$ cat src/rtl/if_fetch_unit_pkg.sv
// Shared definitions for the instruction-fetch front end: FSM state codes,
// the buffered {pc, inst} entry type and PC helpers.
package if_fetch_unit_pkg;

  typedef enum logic [1:0] {
    FETCH_BOOT  = 2'd0,
    FETCH_RUN   = 2'd1,
    FETCH_FLUSH = 2'd2,
    FETCH_HALT  = 2'd3
  } fetch_state_e;

  localparam logic [31:0] INST_NOP = 32'h0000_0013;
  localparam logic [31:0] PC_STEP  = 32'd4;

  typedef struct packed {
    logic [31:0] pc;
    logic [31:0] inst;
  } fetch_entry_t;

  // Fetch addresses are always word aligned.
  function automatic logic [31:0] align_pc(input logic [31:0] pc);
    return pc & 32'hFFFF_FFFC;
  endfunction

endpackage

$ cat src/rtl/if_fetch_fifo.sv
// Synchronous power-of-two FIFO with flush; holds fetched {pc, inst} entries
// and is also used as the in-flight request-address queue.
module if_fetch_fifo #(
  parameter int unsigned Width = 64,
  parameter int unsigned Depth = 2
) (
  input  logic                     clock,
  input  logic                     reset,
  input  logic                     flush,
  input  logic                     push,
  input  logic [Width-1:0]         push_data,
  input  logic                     pop,
  output logic [Width-1:0]         head_data,
  output logic [$clog2(Depth):0]   count,
  output logic                     full,
  output logic                     empty
);

  localparam int unsigned PtrW = $clog2(Depth);
  localparam int unsigned CntW = PtrW + 1;

  logic [Width-1:0] mem_q [Depth];
  logic [PtrW-1:0]  wr_q, rd_q;
  logic [CntW-1:0]  cnt_q, cnt_d;
  logic             do_push, do_pop;

  assign empty     = (cnt_q == '0);
  assign full      = (cnt_q == CntW'(Depth));
  assign count     = cnt_q;
  assign head_data = mem_q[rd_q];

  // A full FIFO may still accept a push when its head leaves the same cycle.
  assign do_pop  = pop && !empty;
  assign do_push = push && (!full || do_pop);

  always_comb begin
    cnt_d = cnt_q;
    case ({do_push, do_pop})
      2'b10:   cnt_d = cnt_q + 1'b1;
      2'b01:   cnt_d = cnt_q - 1'b1;
      default: cnt_d = cnt_q;
    endcase
  end

  always_ff @(posedge clock or posedge reset) begin
    if (reset) begin
      wr_q  <= '0;
      rd_q  <= '0;
      cnt_q <= '0;
    end else if (flush) begin
      wr_q  <= '0;
      rd_q  <= '0;
      cnt_q <= '0;
    end else begin
      if (do_push) wr_q <= wr_q + 1'b1;
      if (do_pop)  rd_q <= rd_q + 1'b1;
      cnt_q <= cnt_d;
    end
  end

  always_ff @(posedge clock) begin
    if (do_push) mem_q[wr_q] <= push_data;
  end

endmodule

$ cat src/rtl/if_fetch_unit.sv
// Instruction-fetch front end: owns the PC, issues credit-limited word requests,
// buffers in-order responses and flushes on redirect. Optional MISALIGN_TRAP_EN.
module if_fetch_unit
  import if_fetch_unit_pkg::*;
#(
  parameter logic [31:0] RESET_PC   = 32'h0000_0000,
  parameter int unsigned FIFO_DEPTH = 2
) (
  input  logic        clock,
  input  logic        reset,
  output logic        imem_req_valid,
  input  logic        imem_req_ready,
  output logic [31:0] imem_addr,
  input  logic        imem_resp_valid,
  input  logic [31:0] imem_resp_data,
  input  logic        redirect_valid,
  input  logic [31:0] redirect_pc,
  output logic        inst_valid,
  input  logic        inst_ready,
  output logic [31:0] inst,
  output logic [31:0] inst_pc
`ifdef MISALIGN_TRAP_EN
  ,
  output logic        fetch_misaligned
`endif
);

  localparam int unsigned CntW = $clog2(FIFO_DEPTH) + 1;

  fetch_state_e state_q, state_d;
  logic [31:0]  pc_q, pc_d;
  logic [31:0]  last_pc_q;
  logic [CntW-1:0] drop_q, drop_d;

  logic            req_accept, redirect_act, misalign;
  logic            resp_live, resp_stale;
  logic [CntW-1:0] outstanding, inst_count, drop_after, out_after, drop_redir;
  logic [CntW:0]   credit_used;

  logic [31:0]     resp_pc;
  logic            pcq_full, pcq_empty;
  logic            inst_push, inst_pop, inst_full, inst_empty;
  fetch_entry_t    inst_push_data, inst_head;

  assign req_accept   = imem_req_valid && imem_req_ready;
  assign redirect_act = redirect_valid && (state_q != FETCH_BOOT);

`ifdef MISALIGN_TRAP_EN
  assign misalign = (redirect_pc[1:0] != 2'b00);
`else
  assign misalign = 1'b0;
`endif

  // Responses return in order, so stale ones always precede live ones.
  assign resp_stale = imem_resp_valid && (drop_q != '0);
  assign resp_live  = imem_resp_valid && (drop_q == '0);

  assign drop_after  = drop_q - CntW'(resp_stale);
  assign out_after   = outstanding + CntW'(req_accept) - CntW'(resp_live);
  assign drop_redir  = drop_after + out_after;
  assign credit_used = {1'b0, outstanding} + {1'b0, inst_count};

  // Addresses of requests accepted by memory and not yet answered.
  if_fetch_fifo #(
    .Width (32),
    .Depth (FIFO_DEPTH)
  ) u_pc_queue (
    .clock     (clock),
    .reset     (reset),
    .flush     (redirect_act),
    .push      (req_accept),
    .push_data (pc_q),
    .pop       (resp_live),
    .head_data (resp_pc),
    .count     (outstanding),
    .full      (pcq_full),
    .empty     (pcq_empty)
  );

  assign inst_push      = resp_live && (state_q == FETCH_RUN);
  assign inst_pop       = inst_valid && inst_ready;
  assign inst_push_data = '{pc: resp_pc, inst: imem_resp_data};

  if_fetch_fifo #(
    .Width ($bits(fetch_entry_t)),
    .Depth (FIFO_DEPTH)
  ) u_inst_fifo (
    .clock     (clock),
    .reset     (reset),
    .flush     (redirect_act),
    .push      (inst_push),
    .push_data (inst_push_data),
    .pop       (inst_pop),
    .head_data (inst_head),
    .count     (inst_count),
    .full      (inst_full),
    .empty     (inst_empty)
  );

  // FSM state register.
  always_ff @(posedge clock or posedge reset) begin
    if (reset) begin
      state_q <= FETCH_BOOT;
    end else begin
      state_q <= state_d;
    end
  end

  // FSM next state.
  always_comb begin
    state_d = state_q;
    case (state_q)
      FETCH_BOOT:  state_d = FETCH_RUN;
      FETCH_FLUSH: if (drop_after == '0) state_d = FETCH_RUN;
      default:     state_d = state_q;
    endcase
    if (redirect_act) begin
      if (misalign) begin
        state_d = FETCH_HALT;
      end else if (drop_redir == '0) begin
        state_d = FETCH_RUN;
      end else begin
        state_d = FETCH_FLUSH;
      end
    end
  end

  // FSM outputs: request only while total credit is below the buffer depth.
  always_comb begin
    imem_req_valid = 1'b0;
    if (state_q == FETCH_RUN) begin
      imem_req_valid = (credit_used < (CntW + 1)'(FIFO_DEPTH));
    end
  end

  assign imem_addr = pc_q;

  always_comb begin
    pc_d = pc_q;
    if (redirect_act) begin
      pc_d = align_pc(redirect_pc);
    end else if (req_accept) begin
      pc_d = pc_q + PC_STEP;
    end
  end

  assign drop_d = redirect_act ? drop_redir : drop_after;

  always_ff @(posedge clock or posedge reset) begin
    if (reset) begin
      pc_q      <= RESET_PC;
      drop_q    <= '0;
      last_pc_q <= RESET_PC;
    end else begin
      pc_q      <= pc_d;
      drop_q    <= drop_d;
      last_pc_q <= inst_pc;
    end
  end

`ifdef MISALIGN_TRAP_EN
  always_ff @(posedge clock or posedge reset) begin
    if (reset) begin
      fetch_misaligned <= 1'b0;
    end else if (redirect_act) begin
      fetch_misaligned <= misalign;
    end
  end
`endif

  assign inst_valid = !inst_empty;
  assign inst       = inst_empty ? INST_NOP : inst_head.inst;
  assign inst_pc    = inst_empty ? last_pc_q : inst_head.pc;

  // Credit accounting makes these unreachable with a compliant memory.
  a_no_resp_when_full: assert property (@(posedge clock) disable iff (reset)
    !(inst_push && inst_full));
  a_resp_has_request: assert property (@(posedge clock) disable iff (reset)
    !(resp_live && pcq_empty));
  a_no_req_over_credit: assert property (@(posedge clock) disable iff (reset)
    !(req_accept && pcq_full));

endmodule

$ cat config.mk
export PLATFORM = sky130hd
export DESIGN_NAME = if_fetch_unit
export DESIGN_NICKNAME = d
export VERILOG_FILES = /design/src/rtl/if_fetch_unit_pkg.sv /design/src/rtl/if_fetch_fifo.sv /design/src/rtl/if_fetch_unit.sv
export SDC_FILE = /design/constraint.sdc
export NUM_CORES = 1
export LEC_CHECK = 0
export CORE_MARGIN = 10
export CORE_UTILIZATION = 54
export CTS_CLUSTER_SIZE = 10
export DETAILED_ROUTE_END_ITERATION = 16
export GPL_TIMING_DRIVEN = 0
export PLACE_DENSITY = 0.92
export SLEW_MARGIN = 20
export SYNTH_ARGS = -nofsm -noshare
export SYNTH_HDL_FRONTEND = slang
export SYNTH_HIERARCHICAL = 1
export SYNTH_SLANG_ARGS = --single-unit
$ cat constraint.sdc
create_clock -name clock -period 5.4 [get_ports clock]
set_input_delay 0.54 -clock clock [delete_from_list [all_inputs] [get_ports clock]]
set_output_delay 0.54 -clock clock [all_outputs]
set_load 0.02 [all_outputs]
# == Word-level counts from Yosys, hierarchy flattened ==
# Memory sizes are Yosys's and may differ from the RTL's.
# Index checks and enable logic that the tools add are counted.
# Widths: inputs -> output; s select.
# word_totals
regBits,76
ramBits,192
inputBits,70
word_cells,95
memories,2
# memory_table
memory,depth,width,read_ports,rd_clocked_by_memory_dff,write_ports,line,rtl
u_inst_fifo.mem_q,2,64,1,0,1,if_fetch_fifo.sv:22,logic [Width-1:0] mem_q [Depth];
u_pc_queue.mem_q,2,32,1,0,1,if_fetch_fifo.sv:22,
# classes
n_addsub,14
n_lt_le_gt_ge,1
n_eq_ne,9
muxes,26
n_reduce_logical,33
# ops
op,n
$mux 32,4
$add 32x3->32 const B,1
$reduce_bool 2->1,7
$mux 1,13
$logic_not 2->1,6
$mux 2,6
$pmux 2 s2,3
$eq 2x2->1 const B,5
$logic_and 1x1->1,10
$reduce_bool 3->1,3
$eq 2x1->1 const B,3
$add 1x1->1 const B,4
$add 2x1->2 const B,2
$logic_not 1->1,4
$sub 2x1->2,2
$sub 2x1->2 const B,2
$add 2x2->3,1
$lt 3x2->1 const B,1
$ne 3x3->1 const B,1
$add 2x1->2,1
$add 2x2->2,1
$logic_or 1x1->1,2
$reduce_and 2->1,1

# == Logic depth before layout (Yosys ltp) ==
# Gate-level depths: netlist of run 1.
# logic_depth
ltp_word,10
ltp_mapped,12
depth_no_buf,11

# == Hierarchy ==
# Netlist of run 1, hierarchy kept.
# by_module_without_submodules
mod,n_inst,cells_each,area_each_um2
if_fetch_fifo at u_inst_fifo,1,227,4879.7
if_fetch_unit,1,329,3404.5
if_fetch_fifo at u_pc_queue,1,128,2570.0

# == Worst setup path before layout of run 1 ==
# OpenSTA, ideal clock, no wires.
# synth_timing
path_type,input to register
from,input port imem_resp_valid
to,memory u_inst_fifo.mem_q[0][0] (enable)
arrival_ns,4.423
required_time_ns,4.914
path_slack_ns,0.491
path_stages,4
n_path_buf,0
cell_sequence,nor3b_1 > and3b_1 > o31ai_4 > nor2_1
# synth_between
elab_chain_cells,5
# synth_rtl
item,line,rtl
"start, declared",if_fetch_unit.sv:14,"input logic imem_resp_valid,"
$logic_and 1x1->1,if_fetch_unit.sv:56,assign resp_live = imem_resp_valid && (drop_q == '0);
$logic_and 1x1->1,if_fetch_unit.sv:80,assign inst_push = resp_live && (state_q == FETCH_RUN);
net inst_push,if_fetch_unit.sv:42,"logic inst_push, inst_pop, inst_full, inst_empty;"
$logic_and 1x1->1,if_fetch_fifo.sv:34,assign do_push = push && (!full || do_pop);
$mux 1,if_fetch_fifo.sv:62,if (do_push) mem_q[wr_q] <= push_data;
$mux 1 (not written as such),if_fetch_fifo.sv:62,
"end, declared",if_fetch_fifo.sv:22,
# The timed path passes the listed nets, and every way through them passes these cells.

# == Final worst setup path of run 1 ==
# layout_timing
from,"register u_inst_fifo.cnt_q[0], in the netlist u_inst_fifo/count[0]"
to,output port inst_pc[29]
# layout_between
elab_chain_cells,2
# layout_rtl
item,line,rtl
"start, declared",if_fetch_fifo.sv:24,"logic [CntW-1:0] cnt_q, cnt_d;"
"start signal, assigned",if_fetch_fifo.sv:57,cnt_q <= cnt_d;
$logic_not 2->1,if_fetch_fifo.sv:27,assign empty = (cnt_q == '0);
net inst_empty,if_fetch_unit.sv:42,
$mux 32,if_fetch_unit.sv:173,assign inst_pc = inst_empty ? last_pc_q : inst_head.pc;
"end, declared",if_fetch_unit.sv:21,output logic [31:0] inst_pc
# The timed path passes the listed nets, and every way through them passes these cells.

==> results of run 1 <==
## report_power, final
group / switching, mW / internal (mW)
Sequential: 0.251 / 2.62
Clock: 0.735 / 1.08
Combinational: 1.01 / 0.876
Total: 2.00 / 4.57
## per-stage QoR
step	hold WS [ns]	util, %
final	0.350	71.3
after global routing	0.376	71.3
after CTS	0.341	71.3
after detailed placement	0.483	66.8
after global placement	0.478	65.5
after floorplan	0.306	-
## state kept, by name, summed over array words and instances (netlist names)
| signal | cells |
|---|---|
| u_pc_queue/count | 2 |
| u_inst_fifo/rd_q | 1 |
| imem_addr | 30 |
| u_pc_queue/mem_q | 64 |
| u_pc_queue/wr_q | 1 |
| u_inst_fifo/wr_q | 1 |
| u_pc_queue/rd_q | 1 |
| drop_q | 2 |
| state_q | 2 |
| last_pc_q | 32 |
| u_inst_fifo/count | 2 |
| u_inst_fifo/mem_q | 128 |
## placed cells by master (no fill, tap or decap), types with 13 or more instances in the layout
| cell type | instances |
|---|---|
| sky130_fd_sc_hd__edfxtp_1 | 192 |
| sky130_fd_sc_hd__clkdlybuf4s50_1 | 163 |
| sky130_fd_sc_hd__mux2_2 | 129 |
| sky130_fd_sc_hd__dfrtp_1 | 74 |
| sky130_fd_sc_hd__nand2_1 | 36 |
| sky130_fd_sc_hd__clkbuf_1 | 35 |
| sky130_fd_sc_hd__nor2b_1 | 32 |
| sky130_fd_sc_hd__clkbuf_16 | 31 |
| sky130_fd_sc_hd__xor2_1 | 30 |
| sky130_fd_sc_hd__o21ai_1 | 25 |
| sky130_fd_sc_hd__nand3_1 | 17 |
| sky130_fd_sc_hd__nor2_1 | 16 |
| sky130_fd_sc_hd__nand4_1 | 13 |
| sky130_fd_sc_hd__inv_1 | 13 |
## layer usage
layer	vias up	track usage (%)	share of wire [%]
met5	-	0	0
met4	0	5.96	2.4
met3	51	4.17	7.6
met2	323	31.8	48
met1	3214	24.4	42
li1	2919	-	-
## worst min-delay path by stage
| stage | startpoint | endpoint | cells past startpoint |
|---|---|---|---|
| after floorplan | reset | u_inst_fifo/count[0] | 1 |
| after global placement | last_pc_q[7] | last_pc_q[7] | 1 |
| after detailed placement | last_pc_q[0] | last_pc_q[0] | 1 |
| after CTS | reset | u_pc_queue/wr_q | 2 |
| after global routing | reset | u_pc_queue/wr_q | 2 |
| final | reset | u_pc_queue/wr_q | 2 |
## final cells by class
class                   instances  share of cell area [%]
inverters                      17                   0.475
well taps                     265                    2.37
clock buffers                  56                    6.30
plain buffers                  28                    1.24
repair buffers                172                    13.3
flip-flops and latches        266                    54.6
multi-input cells             375                    21.8
==> metrics list, run 1 <==
* Remaining global-route overflow: 0
- Setup violations remaining at the end of the flow were counted as 0.
- Remaining max-slew budget at the tightest pin: 22.5%
- Clock buffers created by TritonCTS: 30
* P per Cell Area: approximately 470 nW/um^2
- After detailed routing, the number of vias per cell comes to 5.52.
- Total power for the finished layout comes to 6.57 mW.
- Once the floorplan was initialized, standard cells occupied between 50% and 60% of the core.
- The die is around 160 um tall.
- Summed over all failing endpoints, the final setup total negative slack is 0 ns.
* Number of buffers and inverters on the critical path: 4
- After the last flow step, the layout net total stands at 965.
* Later-pin clock latency in the skew report: 0.55 ns
- Max stage delay cell, worst path: sky130_fd_sc_hd__buf_1
- In this run the clock root is driven by a sky130_fd_sc_hd__clkbuf_16.
- Number of global-route vias before repair: 6917
- In this design, the stage delay of the slowest critical-path cell is 0.69 ns.
* Worst-path clk slew: around 0.060 ns
- Routed length per instance: 21.5 um
- Placed Area: ~13000 sq um
- During I/O placement, the number of pins put on the boundary was 168.
* Setup fix buffers added after clock tree synthesis: 0
- Post-detail-place hpwl: 17.2 mm
- For this run, the detailed router's first-pass iteration total came to 7.
* Combined global-route utilization of all metal layers: 19.1%
* Path type of the worst setup path: register to output pin
- Largest net degree at the start of global routing: 40
- For this design, the CTS-stage hold fixing added 0 buffers.
- Setup slack after placement: between 1.5 and 2 ns
* Maximum clock skew at final layout: 0.0217 ns
- No sink is reached through more buffers than the 3 on the longest clock path.
* Worst vdd ir: approximately 270 uV
* Floorplan row count: 51
* Worst-case reg-to-reg path depth: 10
* Vias: 6507
- Max_cap viols: 0
- Syn-to-layout area delta: 28.8%
* Post-route worst setup slack: 1.24 ns
- STA classifies the critical path endpoint as an output pin.
* Post-cts resize count: 0
- Endpoint arrival time on the critical path: 3.62 ns
- The cell count after synthesis came out at 681.
- For this run, design rule violations remaining after detail routing come to 0.
* Fin cells: 1179
- After synthesis, the mean cell area works out to around 16 sq um.
- In this run the remaining antenna-violating nets after routing total 0.
- Core area: 19600 sq um
- RePlAce Congestion: 0.857
- Final hold vios: 0
* Data required time at the worst endpoint: 4.86 ns
- Iter 0 DRT Violations: between 400 and 500
* Standby leakage power: about 5 nW
- Warnings, synthesis: 6
- In this run the critical register-to-register path is captured at u_inst_fifo/mem_q[1][24].
- Total number of cells along the worst setup path: 6
- After routing the design area is 14000 sq um.
- Mapped cell area: 10800 sq um
- In this run the register-to-register setup slack is around 1.6 ns.
- The max-slew violation count came to 0.
- Highest achievable clock rate: 0.240 GHz
* Outcome: finished, final reports clean
- The worst register-to-register path begins at u_inst_fifo/count[0].
* Cell family with most CP delay: buffers and inverters
- The critical path starts at u_inst_fifo/count[0].
- Fraction of final layout cells with drive strength greater than 1: a little under a quarter
- Inserted Diodes: 0
* Antenna violations before repair: 0
* IO Port Bufs: 163
* Post-layout min period: between 4 and 5 ns
- The worst setup path is launched from a register.
* Clock sinks: 266
- The die covers 26100 sq um.
- CTS built an H-tree with a depth of 1.
- In this run the worst setup path terminates at inst_pc[29].
- Counting the fill cells in the layout gives around 1200.
- Setup repair after global routing left no endpoint under its margin.
* Ordered list of cells on the worst path: buf_12 > nor2_1 > clkbuf_1 > buf_1 > mux2_2 > clkdlybuf4s50_1
* Part of the cycle the worst path needs: 77.0%
* Storage element area: 7620 sq um
* Horizontal extent of the die: 162 um
- In this run the worst hold path is classified as input port to asynchronous set/reset pin.
* Worst Tran Pin Value: approximately 1.2 ns
- CTS tree: done
- Post-Route WL: 25.4 mm
- In the final layout, the multi-input gates occupy 3040 sq um.
* Cell count after placement: 1123
- Along the worst path, the maximum fanout reaches 10.
- The first global-routing pass estimated 39.3 mm of wire.
Note: power is estimated with default switching activity, not from simulation.
==> run 2: changes to the inputs <==
Clock period 5.4 ns to 4.15 ns, I/O delays scaled along.
==> metrics list, run 2 (synthesis gave the netlist of run 1 again) <==
* Clock sinks: 266
- For the worst setup path, the data required time is 3.73 ns.
- The analysis attributes to cell leakage a power of 4.98 nW.
* H-tree levels: 1
- Maximum clock skew at final layout: 0.0217 ns
* Worst-path clk slew: about 0.060 ns
* First-pass iteration count of the detailed router: 7
- Final-report max-slew violation count: 0
- Leading cell type in the layout, fill and taps excluded: sky130_fd_sc_hd__edfxtp_1
* Met3 routed wirelength: roughly 1.9 mm
* I/O pin cnt: 168
- By startpoint and endpoint, the worst setup path is classified as register to output pin.
- Die Y-Extent: 162 um
- Launching point of the worst reg2reg path: u_inst_fifo/count[0]
- The net count of the finished layout is 965.
- The die is 162 um wide.
* Remaining max-slew budget at the tightest pin: 22.5%
- Vias: 6511
* Type of the worst min-delay path: input port to asynchronous set/reset pin
- DRC violation count after routing: 0
- Wire length of the first global-routing pass: 39.3 mm
- Counting I/O delays and the setup requirement, the final critical path takes between 3 and 4 ns.
* Highest achievable clock rate: 0.264 GHz
- In this run, post-CTS hold repair placed 0 buffers.
- Largest net degree at the start of global routing: 40
- After detailed placement, the total cell area comes to 13100 sq um.
- CTS placed an instance of sky130_fd_sc_hd__clkbuf_16 at the clock tree root.
- Initial standard-cell utilization of the core: 55.3%
- Counting both buffers and inverters, the worst setup path holds a total of 4.
- STA classifies the critical path startpoint as a register.
- Routed met2 length: about 12 mm
* CTS tree: done
- Reg2reg setup slack: 0.67 ns
* Max reg flops: 128
* Full die area: 26100 sq um
* Top register by number of flip-flops: u_inst_fifo/mem_q
- In this design, the stage delay of the slowest critical-path cell is 0.57 ns.
- Cells fill a little under three quarters of the core in the end.
* RSZ-0062 raised after global routing: no
* Outcome: finished, final reports clean
* Number of routed nets with antenna violations: 0
- Clock buffers created by TritonCTS: 30
- Clock Tree Buf Depth: 3
* Total power of the final layout: 8.55 mW
- Fraction of final layout cells with drive strength greater than 1: 22.8%
* Setup slack after placement: 0.302 ns
- Most frequent cells in the layout: sky130_fd_sc_hd__edfxtp_1, sky130_fd_sc_hd__clkdlybuf4s50_1, sky130_fd_sc_hd__mux2_2, sky130_fd_sc_hd__dfrtp_1, sky130_fd_sc_hd__nand2_1
- Among all stages on the critical path, the largest delay is contributed by sky130_fd_sc_hd__clkbuf_1.
- The largest registers in the layout are u_inst_fifo/mem_q x128, u_pc_queue/mem_q x64, last_pc_q x32.
- Floorplan row count: 51
* Uppermost layer routed: met4
* Fin cells: 1179
* IO Port Bufs: 163
- After the first detailed-routing iteration, the DRC count stood at 433.
- Summed over all nets, the half-perimeter wirelength after detailed placement is 17.2 mm.
- For the pin with the worst max-slew slack, the measured transition is approximately 1.2 ns.
- Syn-to-layout area delta: 28.8%
- The initial antenna violation count is 0.
* Cell count after placement: 1123
- Setup fix buffers added after clock tree synthesis: 0
* Number of global-route vias before repair: 6917
- Setup violations remaining at the end of the flow were counted as 0.
- The signal on the critical path passes through buf_12 > nor2_1 > clkbuf_1 > clkbuf_2 > mux2_2 > clkdlybuf4s50_1.
- The number of failing hold endpoints at the final stage is 0.
- After detailed routing, the wire length on met1 is around 11 mm.
- The floorplan step defined a core boundary enclosing between 15000 and 20000 sq um.
* Beginning of the critical path: u_inst_fifo/count[0]
- Later-pin clock latency in the skew report: 0.55 ns
- Worst vdd ir: roughly 350 uV
* P per Cell Area: 612 nW/um^2
- Along the worst path, the maximum fanout reaches 10.
- Combined global-route utilization of all metal layers: 19.1%
- The tool flagged a number of max-cap violations equal to 0.
- Type of destination of the critical path: output pin
- For this block, the routed nets add up to 25.4 mm of wire.
- Data arrives at the worst endpoint at 3.37 ns.
- Summed over all layers, the global routing overflow is 0.
- Inserted Diodes: 0
- After layout, the worst path uses 91.3% of the clock period.
* Routed length per instance: between 20 and 25 um
* Vias per inst: 5.52
* Design Area, Final: about 14000 sq um
- Post-route worst setup slack: 0.360 ns
- The congestion estimate from routability-driven global placement came to 0.857.
- Cell family with most CP delay: buffers and inverters
run 2: final timing paths:
| check | to | depth (start not counted) |
|---|---|---|
| max | inst_pc[29] | 6 |
| min | u_pc_queue/wr_q | 2 |
| max reg2reg | u_inst_fifo/mem_q[1][24] | 10 |
| min reg2reg | last_pc_q[21] | 1 |
| max in group asynchronous | last_pc_q[27] | 3 |
| min in group clock | imem_addr[22] | 3 |
run 2: layout make-up:
cell class | count | area [sq um]
plain buffers | 28 | 174
flip-flops and latches | 266 | 7620
multi-input cells | 375 | 3040
clock buffers | 56 | 880
well taps | 265 | 332
inverters | 17 | 66.3
fillers | 1209 | 5630
repair buffers | 172 | 1860
run 2: where the power goes:
part	internal, mW	leakage, nW	switching (mW)	total, mW
registers	3.41	2.64	0.327	3.73
clock network	1.40	0.418	0.956	2.36
logic	1.14	1.92	1.32	2.46
total	5.95	4.98	2.60	8.55
run 2: repair_timing:
item,CTS,global route
setup endpoints to repair,0,6
resized for setup,0,2
hold endpoints to repair,0,0
run 2: metal layers:
layer	global-route usage, %	vias to the layer above
met5	0	-
met2	31.8	322
li1	-	2919
met1	24.4	3219
met3	4.17	51
met4	5.96	0
run 2: per-stage QoR:
step	hold slack (ns)	setup TNS (ns)
after floorplan	0.181	-81.19
after global placement	0.478	-438.91
after detailed placement	0.483	0
after CTS	0.216	0
after global routing	0.251	0
final	0.225	0
==> run 3: changes to the inputs <==
Settings changed: ABC_CLOCK_PERIOD_IN_PS set to 4150.
==> results of run 3 <==
No change in the layout: final DEF, timing and power equal those of run 2.
